[config.mk]
export PLATFORM = sky130hd
export DESIGN_NAME = regfile_wr_sched_flat
export DESIGN_NICKNAME = d
export VERILOG_FILES = /design/src/rtl/regfile_wr_sched_pkg.sv /design/src/rtl/regfile_wr_sched_if.sv /design/src/rtl/regfile_wr_sched_arb.sv /design/src/rtl/regfile_wr_sched.sv /design/src/flat_wrapper.sv
export SDC_FILE = /design/constraint.sdc
export NUM_CORES = 1
export LEC_CHECK = 0
export BUFFER_PORTS_ARGS = -buffer_cell sky130_fd_sc_hd__buf_2
export CORE_MARGIN = 1
export CORE_UTILIZATION = 36
export CTS_BUF_LIST = sky130_fd_sc_hd__clkbuf_16
export DETAILED_ROUTE_END_ITERATION = 10
export PLACE_DENSITY = 0.83
export SLEW_MARGIN = 20
export SYNTH_ARGS = -nofsm -noshare
export SYNTH_HDL_FRONTEND = slang
export SYNTH_SLANG_ARGS = --single-unit
[constraint.sdc]
create_clock -name clk -period 2.91 [get_ports clk]
set_input_delay 0.291 -clock clk [delete_from_list [all_inputs] [get_ports clk]]
set_output_delay 0.291 -clock clk [all_outputs]
set_load 0.01 [all_outputs]
[src/rtl/regfile_wr_sched_pkg.sv]
// +--------------------------------------------------------------------+
// | regfile_wr_pkg : shared types, sizes and helpers for the scheduler |
// | Revision: 1.0                                                      |
// +--------------------------------------------------------------------+
`default_nettype none

package regfile_wr_pkg;

    typedef enum logic [0:0] {
        RUN  = 1'b0,
        INIT = 1'b1
    } state_t;

    localparam int NREG   = 8;
    localparam int RSEL_W = 3;
    localparam int DW     = 16;

    function automatic logic [NREG-1:0] onehot8(input logic [RSEL_W-1:0] idx);
        logic [NREG-1:0] v;
        v      = '0;
        v[idx] = 1'b1;
        return v;
    endfunction

endpackage

`default_nettype wire

[src/rtl/regfile_wr_sched_if.sv]
// +--------------------------------------------------------------------+
// | regfile_wr_sched_if : write-back request bundle, one lane per src  |
// | Revision: 1.0                                                      |
// +--------------------------------------------------------------------+
`default_nettype none

interface regfile_wr_sched_if #(
    parameter int NREQ = 2,
    parameter int DW   = 16
);
    import regfile_wr_pkg::*;

    logic [NREQ-1:0]             req_valid;
    logic [NREQ-1:0][RSEL_W-1:0] req_dst;
    logic [NREQ-1:0][DW-1:0]     req_data;
    logic [NREQ-1:0]             req_ready;

    modport master (
        output req_valid,
        output req_dst,
        output req_data,
        input  req_ready
    );

    modport slave (
        input  req_valid,
        input  req_dst,
        input  req_data,
        output req_ready
    );

endinterface

`default_nettype wire

[src/rtl/regfile_wr_sched_arb.sv]
// +--------------------------------------------------------------------+
// | wr_rr_arbiter : 2-input write grant, round-robin when              |
// | REGFILE_WR_RR_EN is defined, else fixed priority to requester 0.   |
// | Revision: 1.0                                                      |
// +--------------------------------------------------------------------+
`default_nettype none

module wr_rr_arbiter (
    input  wire logic       clk,
    input  wire logic       rst_n,
    input  wire logic [1:0] valid,
    input  wire logic       en,
    output logic      [1:0] grant
);

`ifdef REGFILE_WR_RR_EN
    logic r_last;

    // Under contention the requester that did not win last time goes first.
    always_comb begin
        grant = 2'b00;
        if (en) begin
            if (valid == 2'b11) begin
                grant = r_last ? 2'b01 : 2'b10;
            end else begin
                grant = valid;
            end
        end
    end

    always_ff @(posedge clk) begin
        if (!rst_n) begin
            r_last <= 1'b0;
        end else if (|grant) begin
            r_last <= grant[1];
        end
    end
`else
    logic w_unused;

    always_comb begin
        grant = 2'b00;
        if (en) begin
            if (valid[0]) begin
                grant = 2'b01;
            end else if (valid[1]) begin
                grant = 2'b10;
            end
        end
    end

    assign w_unused = ^{clk, rst_n};
`endif

endmodule

`default_nettype wire

[src/rtl/regfile_wr_sched.sv]
// +--------------------------------------------------------------------+
// | regfile_wr_sched : DR-staged write-port scheduler with init walk   |
// | and read-hazard reporting. Optional macro: REGFILE_WR_RR_EN.       |
// | Revision: 1.0                                                      |
// +--------------------------------------------------------------------+
`default_nettype none

module regfile_wr_sched #(
    parameter int NREQ = 2,
    parameter int DW   = 16
) (
    input  wire logic                           clk,
    input  wire logic                           rst_n,
    regfile_wr_sched_if.slave                   req,
    input  wire logic                           hold,
    input  wire logic                           init_start,
    input  wire logic [DW-1:0]                  init_data,
    output logic                                init_busy,
    output logic                                init_done,
    output logic                                DR_en,
    output logic      [DW-1:0]                  DR_in,
    output logic      [regfile_wr_pkg::NREG-1:0]   R_en,
    input  wire logic [regfile_wr_pkg::RSEL_W-1:0] rd_a_sel,
    input  wire logic [regfile_wr_pkg::RSEL_W-1:0] rd_b_sel,
    output logic      [regfile_wr_pkg::NREG-1:0]   pend_mask,
    output logic                                rd_hazard
);
    import regfile_wr_pkg::*;

    state_t             r_state;
    state_t             w_state_nxt;
    logic [RSEL_W-1:0]  r_cnt;
    logic               r_stg_valid;
    logic [RSEL_W-1:0]  r_stg_dst;
    logic               r_init_done;

    logic               w_arb_en;
    logic [NREQ-1:0]    w_grant;
    logic [RSEL_W-1:0]  w_load_dst;
    logic [NREG-1:0]    w_load_mask;

    assign w_arb_en = rst_n && (r_state == RUN) && !hold && !init_start;

    wr_rr_arbiter u_arb (
        .clk   (clk),
        .rst_n (rst_n),
        .valid (req.req_valid),
        .en    (w_arb_en),
        .grant (w_grant)
    );

    assign req.req_ready = w_grant;

    always_comb begin
        w_state_nxt = r_state;
        DR_en       = 1'b0;
        DR_in       = '0;
        w_load_dst  = '0;
        case (r_state)
            RUN: begin
                if (rst_n && init_start) begin
                    w_state_nxt = INIT;
                end
                for (int i = 0; i < NREQ; i++) begin
                    if (w_grant[i]) begin
                        DR_en      = 1'b1;
                        DR_in      = req.req_data[i];
                        w_load_dst = req.req_dst[i];
                    end
                end
            end
            INIT: begin
                DR_en      = rst_n;
                DR_in      = init_data;
                w_load_dst = r_cnt;
                if (r_cnt == RSEL_W'(NREG - 1)) begin
                    w_state_nxt = RUN;
                end
            end
            default: begin
                w_state_nxt = RUN;
            end
        endcase
    end

    // The counter wraps from 7 to 0 on the final step, so RUN always sees 0.
    always_ff @(posedge clk) begin
        if (!rst_n) begin
            r_state     <= RUN;
            r_cnt       <= '0;
            r_stg_valid <= 1'b0;
            r_stg_dst   <= '0;
            r_init_done <= 1'b0;
        end else begin
            r_state     <= w_state_nxt;
            r_stg_valid <= DR_en;
            r_init_done <= (r_state == INIT) && (r_cnt == RSEL_W'(NREG - 1));
            if (r_state == INIT) begin
                r_cnt <= r_cnt + 1'b1;
            end
            if (DR_en) begin
                r_stg_dst <= w_load_dst;
            end
        end
    end

    // Outputs are forced low while reset is held so a pending commit is dropped.
    assign R_en        = (rst_n && r_stg_valid) ? onehot8(r_stg_dst) : '0;
    assign init_busy   = rst_n && (r_state == INIT);
    assign init_done   = rst_n && r_init_done;
    assign w_load_mask = DR_en ? onehot8(w_load_dst) : '0;
    assign pend_mask   = R_en | w_load_mask;
    assign rd_hazard   = pend_mask[rd_a_sel] | pend_mask[rd_b_sel];

endmodule

`default_nettype wire

[src/flat_wrapper.sv]
// flat-port wrapper written by rule: the top's interface ports become plain ports
module regfile_wr_sched_flat import regfile_wr_pkg::*;
#(
    parameter int NREQ = 2,
    parameter int DW   = 16
)
  (clk, rst_n, hold, init_start, init_data, init_busy, init_done, DR_en, DR_in, R_en, rd_a_sel, rd_b_sel, pend_mask, rd_hazard, req_req_valid, req_req_dst, req_req_data, req_req_ready);
  regfile_wr_sched_if #(.NREQ(NREQ), .DW(DW)) req_i ();
  input  wire logic clk;
  input  wire logic rst_n;
  input  wire logic hold;
  input  wire logic init_start;
  input  wire logic [DW-1:0] init_data;
  output logic init_busy;
  output logic init_done;
  output logic DR_en;
  output logic      [DW-1:0] DR_in;
  output logic      [regfile_wr_pkg::NREG-1:0] R_en;
  input  wire logic [regfile_wr_pkg::RSEL_W-1:0] rd_a_sel;
  input  wire logic [regfile_wr_pkg::RSEL_W-1:0] rd_b_sel;
  output logic      [regfile_wr_pkg::NREG-1:0] pend_mask;
  output logic rd_hazard;
  input wire logic [$bits(req_i.req_valid)-1:0] req_req_valid;
  input wire logic [$bits(req_i.req_dst)-1:0] req_req_dst;
  input wire logic [$bits(req_i.req_data)-1:0] req_req_data;
  output wire logic [$bits(req_i.req_ready)-1:0] req_req_ready;
  assign req_i.req_valid = req_req_valid;
  assign req_i.req_dst = req_req_dst;
  assign req_i.req_data = req_req_data;
  assign req_req_ready = req_i.req_ready;
  regfile_wr_sched #(.NREQ(NREQ), .DW(DW)) u_core (.clk(clk), .rst_n(rst_n), .req(req_i), .hold(hold), .init_start(init_start), .init_data(init_data), .init_busy(init_busy), .init_done(init_done), .DR_en(DR_en), .DR_in(DR_in), .R_en(R_en), .rd_a_sel(rd_a_sel), .rd_b_sel(rd_b_sel), .pend_mask(pend_mask), .rd_hazard(rd_hazard));
endmodule
==> flow_metrics.py <==
metrics = {
    "grt": {
        "grt_overflow": 0,
        "grt_pass1_vias": 1309,
        "grt_pass1_wl_mm": 5.699,
        "antenna_found_initial": 0,
        "track_usage": 0.2257,
        "grt_max_degree": 29,
    },
    "clock_tree": {
        "htreeDepth": 1,
        "cts-resized-gates": 0,
        "postCtsSetupRepairBufs": 0,
        "insertion_delay_ps": 240,
        "cts_buffers": 3,
        "cts_buffer_depth": 2,
        "ctsHoldBuffers": 0,
        "cts.sinks": 9,
        "cts_tree": "yes",
        "clock-root-buffer": "clkbuf_16",
        "path_clk_slew_ps": 40,
    },
    "route": {
        "vias": 1507,
        "wire_per_inst_um": 13.60,
        "first_iter_violations": 83,
        "antenna_left": 0,
        "drt_wl_total_mm": 3.644,
        "routed_via_density": 5.623,
        "drc": 0,
        "dr.pass1.iters": 6,
    },
    "place": {
        "place.gp.congestion": 0.8768,
        "post-place-ws_ps": 327.5,
        "io_buffers": 103,
        "hpwl_mm": 2.928,
        "placed_area_um2": 1594,
    },
    "worst_setup_path": {
        "cp_max_fo": 28,
        "critPathKind": "reg2out",
        "crit_path_max_incr_delay_ps": 330,
        "cp.required_ps": 2620,
        "crit_chain": "buf_4 > a21oi_1 > and4b_1 > a31o_1 > o2111a_1 > a211oi_2 > o2111ai_1 > buf_2",
        "cp-start-kind": "flop",
        "cpMaxStageDelayCell": "dfxtp_1",
        "critPathCaptureType": "output port",
        "critPathArrivalTime_ps": 2400,
    },
    "cells_and_area": {
        "area_growth_pct": 57.98,
        "insertedDiodeCount": 0,
        "fin_area_um2": 1684,
        "drive_gt1_frac": 0.5105,
        "layout.nets": 306,
    },
    "floorplan": {
        "ioPinCount": 104,
        "num_rows": 19,
        "die_w_um": 56.42,
        "start_util": 0.3833,
        "dieHeight_um": 56.42,
        "coreArea_um2": 2781,
        "die_area_um2": 3183,
    },
    "synth": {
        "avgSynthCellArea_um2": 7.781,
        "syn_inst": 137,
        "yosysTopAreaCellShare": 0.1690,
        "synth_seq_area_share": 0.1690,
        "synth_seq_cells": 9,
        "ys_top_cells_by_area": "dfxtp_1 17%, a222oi_1 15%, inv_1 7.0%",
        "netlist_area_um2": 1066,
        "synthDistinctLibCells": 42,
        "syn-num-nets": 205,
        "yosys_warnings": 0,
        "synth_largest_area_cell": "dfxtp_1",
    },
    "sta": {
        "fin_ws_ps": 217.1,
        "worst_clock_skew_ps": 1.327,
        "post-route-period-util": 0.9254,
        "drv_slew": 0,
        "hold_violations": 0,
        "max-slew-margin-rel": 0.6769,
        "tightestPinTransition_ps": 484.6,
        "setup_tns_ps": 0,
        "max_freq_ghz": 0.3714,
        "setup_viol": 0,
        "rsz0062_at_grt": "no",
        "finalCriticalPeriod_ps": 2693,
    },
    "pwr": {
        "vdd_drop_max_mv": 0.4351,
        "leakagePower_nw": 0.9964,
        "total_power_mw": 0.5541,
        "p_per_area_nw_per_um2": 329.0,
    },
    "min_path": {
        "hold_class": "in2reg",
    },
    "flow_run": {
        "maxCapViolations": 0,
    },
    "status": {
        "status": "finished clean",
    },
}
==> critical path: cells and delay by family (launching register included) <==
kind | cells | cell delay (ps)
and+or+nand+nor | 1 | 320
DFF | 1 | 330
buffers and inverters | 2 | 390
AOI/OAI and AO/OA | 5 | 1100
==> cell families after synthesis <==
| family | Yosys count | synth area share |
|---|---|---|
| muxes | 4 | 0.03991 |
| adders and majority gates | 2 | 0.02347 |
| and+or+nand+nor | 44 | 0.2512 |
| DFF | 9 | 0.1690 |
| xor gates and xnor gates | 5 | 0.04108 |
| AOI/OAI and AO/OA | 42 | 0.3556 |
| buffers and inverters | 31 | 0.1197 |
==> stage by stage <==
| step | cells | hold WS [ps] | utilization |
|---|---|---|---|
| after floorplan | 137 | 443.5 | - |
| after global placement | 264 | 504.6 | 0.5731 |
| after detailed placement | 264 | 516.1 | 0.5731 |
| after CTS | 268 | 362.2 | 0.6014 |
| after global routing | 268 | 375.2 | 0.6055 |
| final | 268 | 364.2 | 0.6055 |
==> sequential cells by signal, summed over array words and instances (netlist names) <==
name / cells
u_core.r_stg_dst: 3
u_core.r_init_done: 1
u_core.r_cnt: 3
u_core.r_stg_valid: 1
u_core.r_state: 1
==> where the power goes <==
part	switching, mW	internal, mW	total, mW
logic	0.0855	0.0870	0.172
registers	0.0104	0.132	0.142
clock network	0.0599	0.179	0.239
==> cell usage after synthesis, drive strengths merged <==
library cell,instances
o2111a,1
a221oi,2
o2111ai,1
clkbuf,8
a221o,2
mux2,2
o21bai,2
xnor2,5
a22oi,1
and2,4
a31o,4
nor3b,2
nand4b,1
nand2,5
inv,20
o211ai,1
nand3,2
clkinv,1
a222oi,16
a311o,2
nor4,2
nor3,4
a31oi,3
a211oi,5
or2,1
a21oi,1
and3b,4
mux2i,2
ha,2
nor4b,2
and4b,1
nor2,12
dfxtp,9
and3,4
a32oi,1
buf,2
==> worst paths after layout <==
path | slack [ps] | endpoint | cells after the start | startpoint
hold / removal | 360 | u_core.r_state | 3 | init_start
setup / recovery | 220 | rd_hazard | 8 | u_core.r_state
setup reg to reg | 1390 | u_core.r_stg_dst[1] | 5 | u_core.r_state
hold reg to reg | 520 | u_core.r_cnt[2] | 2 | u_core.r_cnt[2]
==> metal layers <==
metal / part of all wire / global-route usage / up-vias
met5: 0 / 0 / -
met1: 0.40 / 0.2581 / 694
li1: - / - / 740
met3: 0.069 / 0.04608 / 6
met4: 0.011 / 0.07666 / 0
met2: 0.52 / 0.4133 / 67
==> layout by cell type (no fill, tap or decap), types with 3 or more instances in the layout <==
master	instances
buf_2	103
xnor2_1	5
dfxtp_1	9
a211oi_1	3
nor3_1	4
inv_1	21
buf_4	3
a31oi_1	3
and3b_1	3
a222oi_1	16
a31o_2	3
nand2_1	5
nor2_1	12
clkbuf_16	3
and3_1	4
and2_1	4
==> cell type report <==
class                      instances  area, um2
clock buffer                       3      75.07
clock inverter                     1      3.754
timing repair buffer             106      538.0
tap                               31      38.79
sequential                         9      180.2
inverter                          21      78.83
fill                             264       1097
multi-input combinational         97      769.5
Note: power is estimated with default switching activity, not from simulation.
